$ cat src/rtl/vga_capture.sv
// -----------------------------------------------------------------------------
// vga_capture
//
// Receive-side VGA timing recovery and pixel capture. Samples the colour bus
// and active-low syncs from the VGA timing generator, checks line and frame
// timing against the nominal raster, and once locked emits every active pixel
// together with its (x, y) coordinate.
//
// Optional feature macro: VGA_CAP_CRC_EN
//   defined   -> CRC-16-CCITT over each frame's emitted pixels (frame_crc,
//                crc_valid)
//   undefined -> frame_crc and crc_valid are tied to 0
//
// Ports
//   clk25        in   1   pixel clock (same frequency/phase as transmitter)
//   rst          in   1   synchronous active-high reset
//   vga_red      in   4   colour bus, red
//   vga_green    in   4   colour bus, green
//   vga_blue     in   4   colour bus, blue
//   vga_hsync    in   1   horizontal sync, active low
//   vga_vsync    in   1   vertical sync, active low
//   pix_valid    out  1   pix_* carry an active pixel this cycle
//   pix_x        out  10  pixel column
//   pix_y        out  10  pixel row
//   pix_rgb      out  12  {red, green, blue}
//   frame_start  out  1   one-cycle pulse with pixel (0,0)
//   locked       out  1   timing lock
//   err_count    out  8   number of lock losses, saturates at 255
//   h_period     out  11  last measured hsync period, saturates at 2047
//   frame_crc    out  16  CRC of the last complete frame
//   crc_valid    out  1   one-cycle pulse when frame_crc updates
// -----------------------------------------------------------------------------
module vga_capture #(
  parameter int unsigned H_TOTAL           = 800,
  parameter int unsigned H_SYNC_W          = 96,
  parameter int unsigned H_FALL_TO_ACTIVE  = 144,
  parameter int unsigned H_ACTIVE          = 640,
  parameter int unsigned V_TOTAL           = 525,
  parameter int unsigned V_ACTIVE_START_HS = 35,
  parameter int unsigned V_ACTIVE          = 480,
  parameter int unsigned LOCK_FRAMES       = 2
) (
  input  logic        clk25,
  input  logic        rst,
  input  logic [3:0]  vga_red,
  input  logic [3:0]  vga_green,
  input  logic [3:0]  vga_blue,
  input  logic        vga_hsync,
  input  logic        vga_vsync,
  output logic        pix_valid,
  output logic [9:0]  pix_x,
  output logic [9:0]  pix_y,
  output logic [11:0] pix_rgb,
  output logic        frame_start,
  output logic        locked,
  output logic [7:0]  err_count,
  output logic [10:0] h_period,
  output logic [15:0] frame_crc,
  output logic        crc_valid
);

  // Constants sized to the datapaths they are compared against.
  localparam logic [11:0] H_TOTAL_C   = 12'(H_TOTAL);
  localparam logic [11:0] H_SYNC_W_C  = 12'(H_SYNC_W);
  localparam logic [11:0] H_F2A_C     = 12'(H_FALL_TO_ACTIVE);
  localparam logic [11:0] H_ACTIVE_C  = 12'(H_ACTIVE);
  localparam logic [10:0] V_TOTAL_C   = 11'(V_TOTAL);
  localparam logic [10:0] V_START_C   = 11'(V_ACTIVE_START_HS);
  localparam logic [10:0] V_ACTIVE_C  = 11'(V_ACTIVE);
  localparam logic [7:0]  LOCK_C      = 8'(LOCK_FRAMES);

  typedef enum logic [1:0] {
    ST_SEARCH  = 2'd0,
    ST_MEASURE = 2'd1,
    ST_LOCKED  = 2'd2
  } state_t;

  // ---------------------------------------------------------------------------
  // Stage S1: input registers and edge detection
  // ---------------------------------------------------------------------------
  logic [11:0] rgb_s1_q;
  logic        hs_s1_q, vs_s1_q;
  logic        hs_prev_q, vs_prev_q;

  // Syncs reset low so that no fall can be seen until a genuine high->low
  // transition arrives after reset.
  always_ff @(posedge clk25) begin
    if (rst) begin
      rgb_s1_q  <= '0;
      hs_s1_q   <= 1'b0;
      vs_s1_q   <= 1'b0;
      hs_prev_q <= 1'b0;
      vs_prev_q <= 1'b0;
    end else begin
      rgb_s1_q  <= {vga_red, vga_green, vga_blue};
      hs_s1_q   <= vga_hsync;
      vs_s1_q   <= vga_vsync;
      hs_prev_q <= hs_s1_q;
      vs_prev_q <= vs_s1_q;
    end
  end

  logic hs_fall, hs_rise, vs_fall;
  assign hs_fall = hs_prev_q & ~hs_s1_q;
  assign hs_rise = ~hs_prev_q & hs_s1_q;
  assign vs_fall = vs_prev_q & ~vs_s1_q;

  // ---------------------------------------------------------------------------
  // Horizontal and line counters
  // ---------------------------------------------------------------------------
  logic [10:0] h_cnt_q, h_cnt_d;
  logic [10:0] h_period_q, h_period_d;
  logic [10:0] line_q, line_d;
  logic [11:0] pos;

  // h_cnt_q is cleared by the fall, so it lags the S1 sample by one: the
  // sample currently in S1 sits at position h_cnt_q+1 counted from the first
  // low hsync sample (position 0). The same value is the length of the run
  // that ends at this sample, used for both period and low-width checks.
  assign pos = {1'b0, h_cnt_q} + 12'd1;

  always_comb begin
    h_cnt_d    = h_cnt_q;
    h_period_d = h_period_q;
    line_d     = line_q;

    if (hs_fall) begin
      h_cnt_d    = '0;
      h_period_d = pos[11] ? 11'h7FF : pos[10:0];
    end else if (h_cnt_q != 11'h7FF) begin
      h_cnt_d = h_cnt_q + 11'd1;
    end

    // A coincident hsync fall is counted after the vsync clear, so the first
    // line of a frame reads 1.
    if (vs_fall) begin
      line_d = hs_fall ? 11'd1 : 11'd0;
    end else if (hs_fall && line_q != 11'h7FF) begin
      line_d = line_q + 11'd1;
    end
  end

  always_ff @(posedge clk25) begin
    if (rst) begin
      h_cnt_q    <= '0;
      h_period_q <= '0;
      line_q     <= '0;
    end else begin
      h_cnt_q    <= h_cnt_d;
      h_period_q <= h_period_d;
      line_q     <= line_d;
    end
  end

  // ---------------------------------------------------------------------------
  // Timing checks
  // ---------------------------------------------------------------------------
  logic period_bad, width_bad, lines_bad, viol_now;
  logic frame_bad_q, frame_bad_d;
  logic frame_good;

  assign period_bad = hs_fall & (pos != H_TOTAL_C);
  assign width_bad  = hs_rise & (pos != H_SYNC_W_C);
  assign lines_bad  = vs_fall & (line_q != V_TOTAL_C);
  assign viol_now   = period_bad | width_bad | lines_bad;

  // The period measured on a fall coincident with vsync belongs to the frame
  // that is ending, so it takes part in that frame's verdict and the sticky
  // flag restarts clean for the new frame.
  assign frame_good = ~frame_bad_q & ~period_bad & ~width_bad & ~lines_bad;

  always_comb begin
    if (vs_fall) begin
      frame_bad_d = 1'b0;
    end else begin
      frame_bad_d = frame_bad_q | period_bad | width_bad;
    end
  end

  always_ff @(posedge clk25) begin
    if (rst) begin
      frame_bad_q <= 1'b0;
    end else begin
      frame_bad_q <= frame_bad_d;
    end
  end

  // ---------------------------------------------------------------------------
  // Lock FSM
  // ---------------------------------------------------------------------------
  state_t      state_q, state_d;
  logic [7:0]  good_cnt_q, good_cnt_d;
  logic [7:0]  err_cnt_q, err_cnt_d;

  always_comb begin
    state_d    = state_q;
    good_cnt_d = good_cnt_q;
    err_cnt_d  = err_cnt_q;

    case (state_q)
      ST_SEARCH: begin
        // First vsync fall only opens a measurement window.
        if (vs_fall) begin
          state_d    = ST_MEASURE;
          good_cnt_d = '0;
        end
      end
      ST_MEASURE: begin
        if (vs_fall) begin
          if (frame_good) begin
            good_cnt_d = good_cnt_q + 8'd1;
            if (good_cnt_q + 8'd1 >= LOCK_C) begin
              state_d = ST_LOCKED;
            end
          end else begin
            good_cnt_d = '0;
          end
        end
      end
      ST_LOCKED: begin
        if (viol_now) begin
          state_d    = ST_SEARCH;
          good_cnt_d = '0;
          if (err_cnt_q != 8'hFF) begin
            err_cnt_d = err_cnt_q + 8'd1;
          end
        end
      end
      default: begin
        state_d    = ST_SEARCH;
        good_cnt_d = '0;
      end
    endcase
  end

  always_ff @(posedge clk25) begin
    if (rst) begin
      state_q    <= ST_SEARCH;
      good_cnt_q <= '0;
      err_cnt_q  <= '0;
    end else begin
      state_q    <= state_d;
      good_cnt_q <= good_cnt_d;
      err_cnt_q  <= err_cnt_d;
    end
  end

  // ---------------------------------------------------------------------------
  // Active region and pixel output register
  // ---------------------------------------------------------------------------
  logic [11:0] x_off;
  logic [10:0] y_off;
  logic        in_x, in_y, active;

  assign x_off = pos - H_F2A_C;
  assign y_off = line_q - V_START_C;

  // On a fall cycle the counters still hold the previous line's values, so
  // such a cycle is never treated as a pixel.
  assign in_x   = ~hs_fall & ~vs_fall & (pos >= H_F2A_C) & (x_off < H_ACTIVE_C);
  assign in_y   = (line_q >= V_START_C) & (y_off < V_ACTIVE_C);
  assign active = (state_q == ST_LOCKED) & in_x & in_y;

  logic        pix_valid_q, frame_start_q;
  logic [9:0]  pix_x_q, pix_y_q;
  logic [11:0] pix_rgb_q;

  always_ff @(posedge clk25) begin
    if (rst) begin
      pix_valid_q   <= 1'b0;
      frame_start_q <= 1'b0;
      pix_x_q       <= '0;
      pix_y_q       <= '0;
      pix_rgb_q     <= '0;
    end else begin
      pix_valid_q   <= active;
      frame_start_q <= active & (x_off == 12'd0) & (y_off == 11'd0);
      // Coordinates and colour hold their last values outside the active area.
      if (active) begin
        pix_x_q   <= x_off[9:0];
        pix_y_q   <= y_off[9:0];
        pix_rgb_q <= rgb_s1_q;
      end
    end
  end

  assign pix_valid   = pix_valid_q;
  assign frame_start = frame_start_q;
  assign pix_x       = pix_x_q;
  assign pix_y       = pix_y_q;
  assign pix_rgb     = pix_rgb_q;
  assign locked      = (state_q == ST_LOCKED);
  assign err_count   = err_cnt_q;
  assign h_period    = h_period_q;

  // ---------------------------------------------------------------------------
  // Frame CRC
  // ---------------------------------------------------------------------------
`ifdef VGA_CAP_CRC_EN
  localparam logic [9:0] LAST_X = 10'(H_ACTIVE - 1);
  localparam logic [9:0] LAST_Y = 10'(V_ACTIVE - 1);

  // CRC-16-CCITT, 16 data bits MSB first per call.
  function automatic logic [15:0] crc16_step(input logic [15:0] crc_in,
                                             input logic [15:0] data);
    logic [15:0] c;
    c = crc_in;
    for (int i = 15; i >= 0; i--) begin
      if (c[15] ^ data[i]) begin
        c = {c[14:0], 1'b0} ^ 16'h1021;
      end else begin
        c = {c[14:0], 1'b0};
      end
    end
    return c;
  endfunction

  logic [15:0] crc_acc_q, crc_next;
  logic [15:0] frame_crc_q;
  logic        crc_valid_q;

  // Pixel (0,0) restarts the accumulator so a frame's CRC never depends on
  // what preceded it.
  always_comb begin
    crc_next = crc16_step(frame_start_q ? 16'hFFFF : crc_acc_q,
                          {4'h0, pix_rgb_q});
  end

  always_ff @(posedge clk25) begin
    if (rst) begin
      crc_acc_q   <= 16'hFFFF;
      frame_crc_q <= '0;
      crc_valid_q <= 1'b0;
    end else begin
      crc_valid_q <= 1'b0;
      if (state_q != ST_LOCKED) begin
        crc_acc_q <= 16'hFFFF;
      end else if (pix_valid_q) begin
        crc_acc_q <= crc_next;
        if (pix_x_q == LAST_X && pix_y_q == LAST_Y) begin
          frame_crc_q <= crc_next;
          crc_valid_q <= 1'b1;
        end
      end
    end
  end

  assign frame_crc = frame_crc_q;
  assign crc_valid = crc_valid_q;
`else
  assign frame_crc = '0;
  assign crc_valid = 1'b0;
`endif

endmodule

$ cat config.mk
export PLATFORM = sky130hd
export DESIGN_NAME = vga_capture
export DESIGN_NICKNAME = d
export VERILOG_FILES = /design/src/rtl/vga_capture.sv
export SDC_FILE = /design/constraint.sdc
export NUM_CORES = 1
export LEC_CHECK = 0
export CORE_MARGIN = 5
export CORE_UTILIZATION = 50
export CTS_BUF_LIST = sky130_fd_sc_hd__clkbuf_2
export DETAILED_ROUTE_END_ITERATION = 10
export PLACE_DENSITY_LB_ADDON = 0.05
export SYNTH_ARGS = -nofsm -noshare
export SYNTH_HDL_FRONTEND = slang
export SYNTH_SLANG_ARGS = --single-unit
$ cat constraint.sdc
create_clock -name clk25 -period 5.51 [get_ports clk25]
set_input_delay 0.8265 -clock clk25 [delete_from_list [all_inputs] [get_ports clk25]]
set_output_delay 0.8265 -clock clk25 [all_outputs]
set_load 0.01 [all_outputs]
==> impl_metrics.env <==
export IMPL_yosys_most_used_dff="dfxtp_1"
export IMPL_drt_pass1_iter_count=5
export IMPL_switching_share_pct=26.33
export IMPL_ir_drop_mv=0.1343
export IMPL_dp_hpwl_um=8858
export IMPL_layout_nets=646
export IMPL_grt_busiest_layer="met2"
export IMPL_start_kind="register"
export IMPL_skew_ns=0.03123
export IMPL_p_int_mw=0.9022
export IMPL_p_leak_nw=2.040
export IMPL_wl_per_cell_um=16.14
export IMPL_arrival_ns=4.57
export IMPL_power_frac_clock_pct=31.6
export IMPL_post_cts_buffers=0
export IMPL_yosys_register_bits=102
export IMPL_critical_path_max_stage_delay_ns=0.88
export IMPL_cts_root_buf="clkbuf_2"
export IMPL_antenna_found_initial=0
export IMPL_critical_path_class="register to register"
export IMPL_use_met1_pct=26.13
export IMPL_critPathLaunch="h_cnt_q[0]$_SDFFE_PP0P_"
export IMPL_syn_avg_cell_area_um2=8.623
export IMPL_synthToLayoutAreaGrowth_pct=15.18
export IMPL_seq_area_um2=2042
export IMPL_min_delay_start="rgb_s1_q[2]$_SDFF_PP0_"
export IMPL_status="complete, no violations"
export IMPL_cts_tree="yes"
export IMPL_ys_seq_area_share_pct=40.76
export IMPL_viasPerCell=5.693
export IMPL_grt_overflow_total=0
export IMPL_start_util_pct=51.25
export IMPL_gp_congestion=0.9183
export IMPL_grt_max_degree=83
export IMPL_timing_hold_ws_ns=0.4503
export IMPL_worst_setup_hold_path_clk_slew_ns=0.30
export IMPL_max_freq_ghz=0.2416
export IMPL_post_cts_resize_count=0
export IMPL_crit_chain="ha_1 -> nand3_1 -> xor2_1 -> ha_1 -> a32o_1 -> a21oi_1 -> or4_4 -> nor2_1 -> o21ai_0"
export IMPL_tightest_slew_ns=1.281
export IMPL_worstHoldPathCells=2
export IMPL_grtUsageMet2_pct=35.05
export IMPL_setup_violations=0
export IMPL_min_to="pix_rgb[2]$_SDFFE_PP0P_"
export IMPL_drt_wl_total_um=12250
export IMPL_r2r_start="h_cnt_q[0]$_SDFFE_PP0P_"
export IMPL_worst_setup_path_end_kind="register"
export IMPL_crit_top_cell="ha_1"
export IMPL_async_reset_ff_share_pct=0
export IMPL_io_pin_count=87
export IMPL_slowest_stage="nor2_1"
export IMPL_slew_headroom_pct=13.85
export IMPL_port_buffers=69
export IMPL_r2r_end="pix_y[5]$_SDFFE_PP0P_"
export IMPL_synthCells=581
export IMPL_crit_buf_inv=0
export IMPL_grt_use_total_pct=20.53
export IMPL_yosys_warnings=0
export IMPL_clock_latency_ns=0.56
export IMPL_power_per_cell_area_nw_per_um2=212.2
export IMPL_ctsHoldBuffers=0
export IMPL_reg2reg_slack_ns=1.37
export IMPL_antennaDiodeCount=0
export IMPL_vias=4321
export IMPL_finalHoldViolCount=0
export IMPL_cts_sinks=102
export IMPL_cp_required_ns=5.94
export IMPL_numCtsBuffers=9
export IMPL_pwr_share_seq_pct=62.4
export IMPL_critical_path_top_delay_family="simple AND/OR/NAND/NOR gates"
export IMPL_slew_viol_final=0
export IMPL_drcViolationCount=0
export IMPL_grt_pass1_wl_um=19840
export IMPL_drtIter0Drc=276
export IMPL_finalCriticalPeriod_ns=4.139
export IMPL_die_y_um=110.1
export IMPL_synth_edf_count=0
export IMPL_fin_tns_setup_ns=0
export IMPL_synthesis_area_um2=5010
export IMPL_combPwrFrac_pct=6.0
export IMPL_finalCritPeriodShare_pct=75.11
export IMPL_rsz0062_at_grt="false"
export IMPL_ant_nets=0
export IMPL_num_fill_cells=927
export IMPL_die_width_um=110.1
export IMPL_clockBufferDepth=2
export IMPL_p_switching_mw=0.3224
export IMPL_drive_gt1_share_pct=5.112
export IMPL_drv_cap=0
export IMPL_coreArea_um2=9774
export IMPL_cts_max_level=3
export IMPL_dieArea_um2=12120
export IMPL_multi_input_area_um2=2665
export IMPL_first_global_vias=4052
export IMPL_rows=36
export IMPL_yosysUniqueCellTypes=65
export IMPL_critPathMaxFanout=21
export IMPL_met3_usage_pct=4.077
export IMPL_reg2reg_depth=9
export IMPL_hold_class="register to register"
==> power by group through the flow <==
stage / combinational, mW / sequential (mW) / clock (mW)
global route: 0.0822 / 0.767 / 0.429
detailed placement: 0.0737 / 0.777 / 0
global placement: 0.0730 / 0.776 / 0
CTS: 0.0742 / 0.764 / 0.402
finish: 0.0734 / 0.764 / 0.387
floorplan: 0.0571 / 0.775 / 0
==> per-layer routing <==
metal,share of wire (%),wire length (um),vias to the layer above
li1,-,-,2143
met1,43,5290,2036
met2,49,6019,126
met3,6.0,734,16
met4,1.7,209,0
met5,0,0,-
==> stage by stage <==
step / util (%) / area [um^2] / power (mW) / worst slack (ns) / instances
detailed placement: 57.64 / 5634 / 0.8505 / 1.445 / 743
CTS: 59.04 / 5771 / 1.241 / 1.378 / 759
global route: 59.04 / 5771 / 1.278 / 0.9724 / 759
floorplan: - / 5070 / 0.8316 / 2.517 / 597
global placement: 57.64 / 5634 / 0.8492 / 1.666 / 743
finish: 59.04 / 5771 / 1.225 / 1.371 / 759
==> worst reg2reg max path, stage by stage, from the launching register on <==
cell and delay, ns:
dfxtp_1 0.58, ha_1 0.38, nand3_1 0.17, xor2_1 0.43, ha_1 0.31, a32o_1 0.26, a21oi_1 0.12, or4_4 0.67
nor2_1 0.88, o21ai_0 0.24
==> layout by cell type (no fill, tap or decap), types with 9 or more instances in the layout <==
cell,Yosys,final
nor2b_1,19,19
ha_1,9,9
a21oi_1,48,48
nand2b_1,11,11
o31ai_1,9,9
xnor2_1,15,15
nand2_1,24,24
nor3_1,10,10
nand3_1,30,30
inv_1,12,12
xor2_1,16,16
nor2_1,46,46
a211oi_1,24,24
clkdlybuf4s50_1,0,68
conb_1,1,17
and3_1,11,11
clkbuf_2,0,9
dfxtp_1,102,102
o21ai_0,33,33
or4_1,9,9
==> layout make-up <==
class | instances | share of cell area [%]
Multi-Input combinational cell | 423 | 46.18
Timing Repair Buffer | 73 | 12.40
Clock buffer | 9 | 0.7806
Tap cell | 133 | 2.884
Inverter | 12 | 0.7806
Clock inverter | 7 | 1.583
Sequential cell | 102 | 35.39
==> cell usage after synthesis (2+ instances only) <==
master	instances	area share, %
a211o_1	6	1.0
a211oi_1	24	3.6
a21oi_1	48	4.8
a22o_1	3	0.52
a311o_1	2	0.40
a311oi_1	2	0.35
a31oi_1	3	0.37
a41oi_1	3	0.52
and2_1	5	0.62
and3_1	11	1.4
and3b_1	3	0.52
and4_1	5	0.87
buf_2	7	0.70
buf_4	18	2.7
buf_6	3	0.67
clkbuf_1	32	2.4
dfxtp_1	102	41
ha_1	9	2.2
inv_1	12	0.90
mux2i_1	3	0.60
nand2_1	24	1.8
nand2b_1	11	1.4
nand3_1	30	3.0
nand3b_1	3	0.45
nand4_1	6	0.75
nand4b_1	2	0.35
nor2_1	46	3.4
nor2b_1	19	2.4
nor3_1	10	1.0
nor3b_1	4	0.60
nor4_1	3	0.37
nor4b_1	4	0.70
o2111ai_1	2	0.35
o21ai_0	33	3.3
o31ai_1	9	1.3
o32a_1	2	0.40
or2_2	2	0.25
or3_1	6	0.75
or4_1	9	1.3
xnor2_1	15	2.6
xor2_1	16	2.8
==> registers in the layout (all words and copies together), names as in the netlist <==
| name | flops |
|---|---|
| pix_rgb | 12 |
| rgb_s1_q | 12 |
| h_cnt_q | 11 |
| h_period | 11 |
| line_q | 11 |
| pix_x | 10 |
| pix_y | 10 |
| err_count | 8 |
| good_cnt_q | 8 |
| state_q | 2 |
| frame_bad_q | 1 |
| frame_start | 1 |
| hs_prev_q | 1 |
| hs_s1_q | 1 |
| pix_valid | 1 |
| vs_prev_q | 1 |
| vs_s1_q | 1 |
==> how the worst max path moves through the flow <==
| stage | to | slack, ns | cells past startpoint |
|---|---|---|---|
| detailed placement | pix_y[6]$_SDFFE_PP0P_ | 1.44 | 9 |
| finish | pix_y[5]$_SDFFE_PP0P_ | 1.37 | 9 |
| global placement | pix_x[8]$_SDFFE_PP0P_ | 1.67 | 9 |
| global route | pix_y[5]$_SDFFE_PP0P_ | 0.97 | 9 |
| floorplan | pix_x[6]$_SDFFE_PP0P_ | 2.52 | 11 |
| CTS | pix_y[6]$_SDFFE_PP0P_ | 1.38 | 9 |
==> cell families (layout without fill, tap and decap cells) <==
| family | Yosys count | count (layout) | share of synthesized area, % |
|---|---|---|---|
| flip-flops | 102 | 102 | 40.76 |
| other | 1 | 17 | 0.07485 |
| AO/OA/AOI/OAI | 153 | 153 | 20.03 |
| AND/OR/NAND/NOR | 209 | 209 | 23.28 |
| XOR/XNOR | 31 | 31 | 5.420 |
| adder cells (fa/ha/maj) | 9 | 9 | 2.248 |
| multiplexers | 4 | 4 | 0.8242 |
| buffers and inverters | 72 | 101 | 7.368 |
Power figures use the tool's default switching activity.
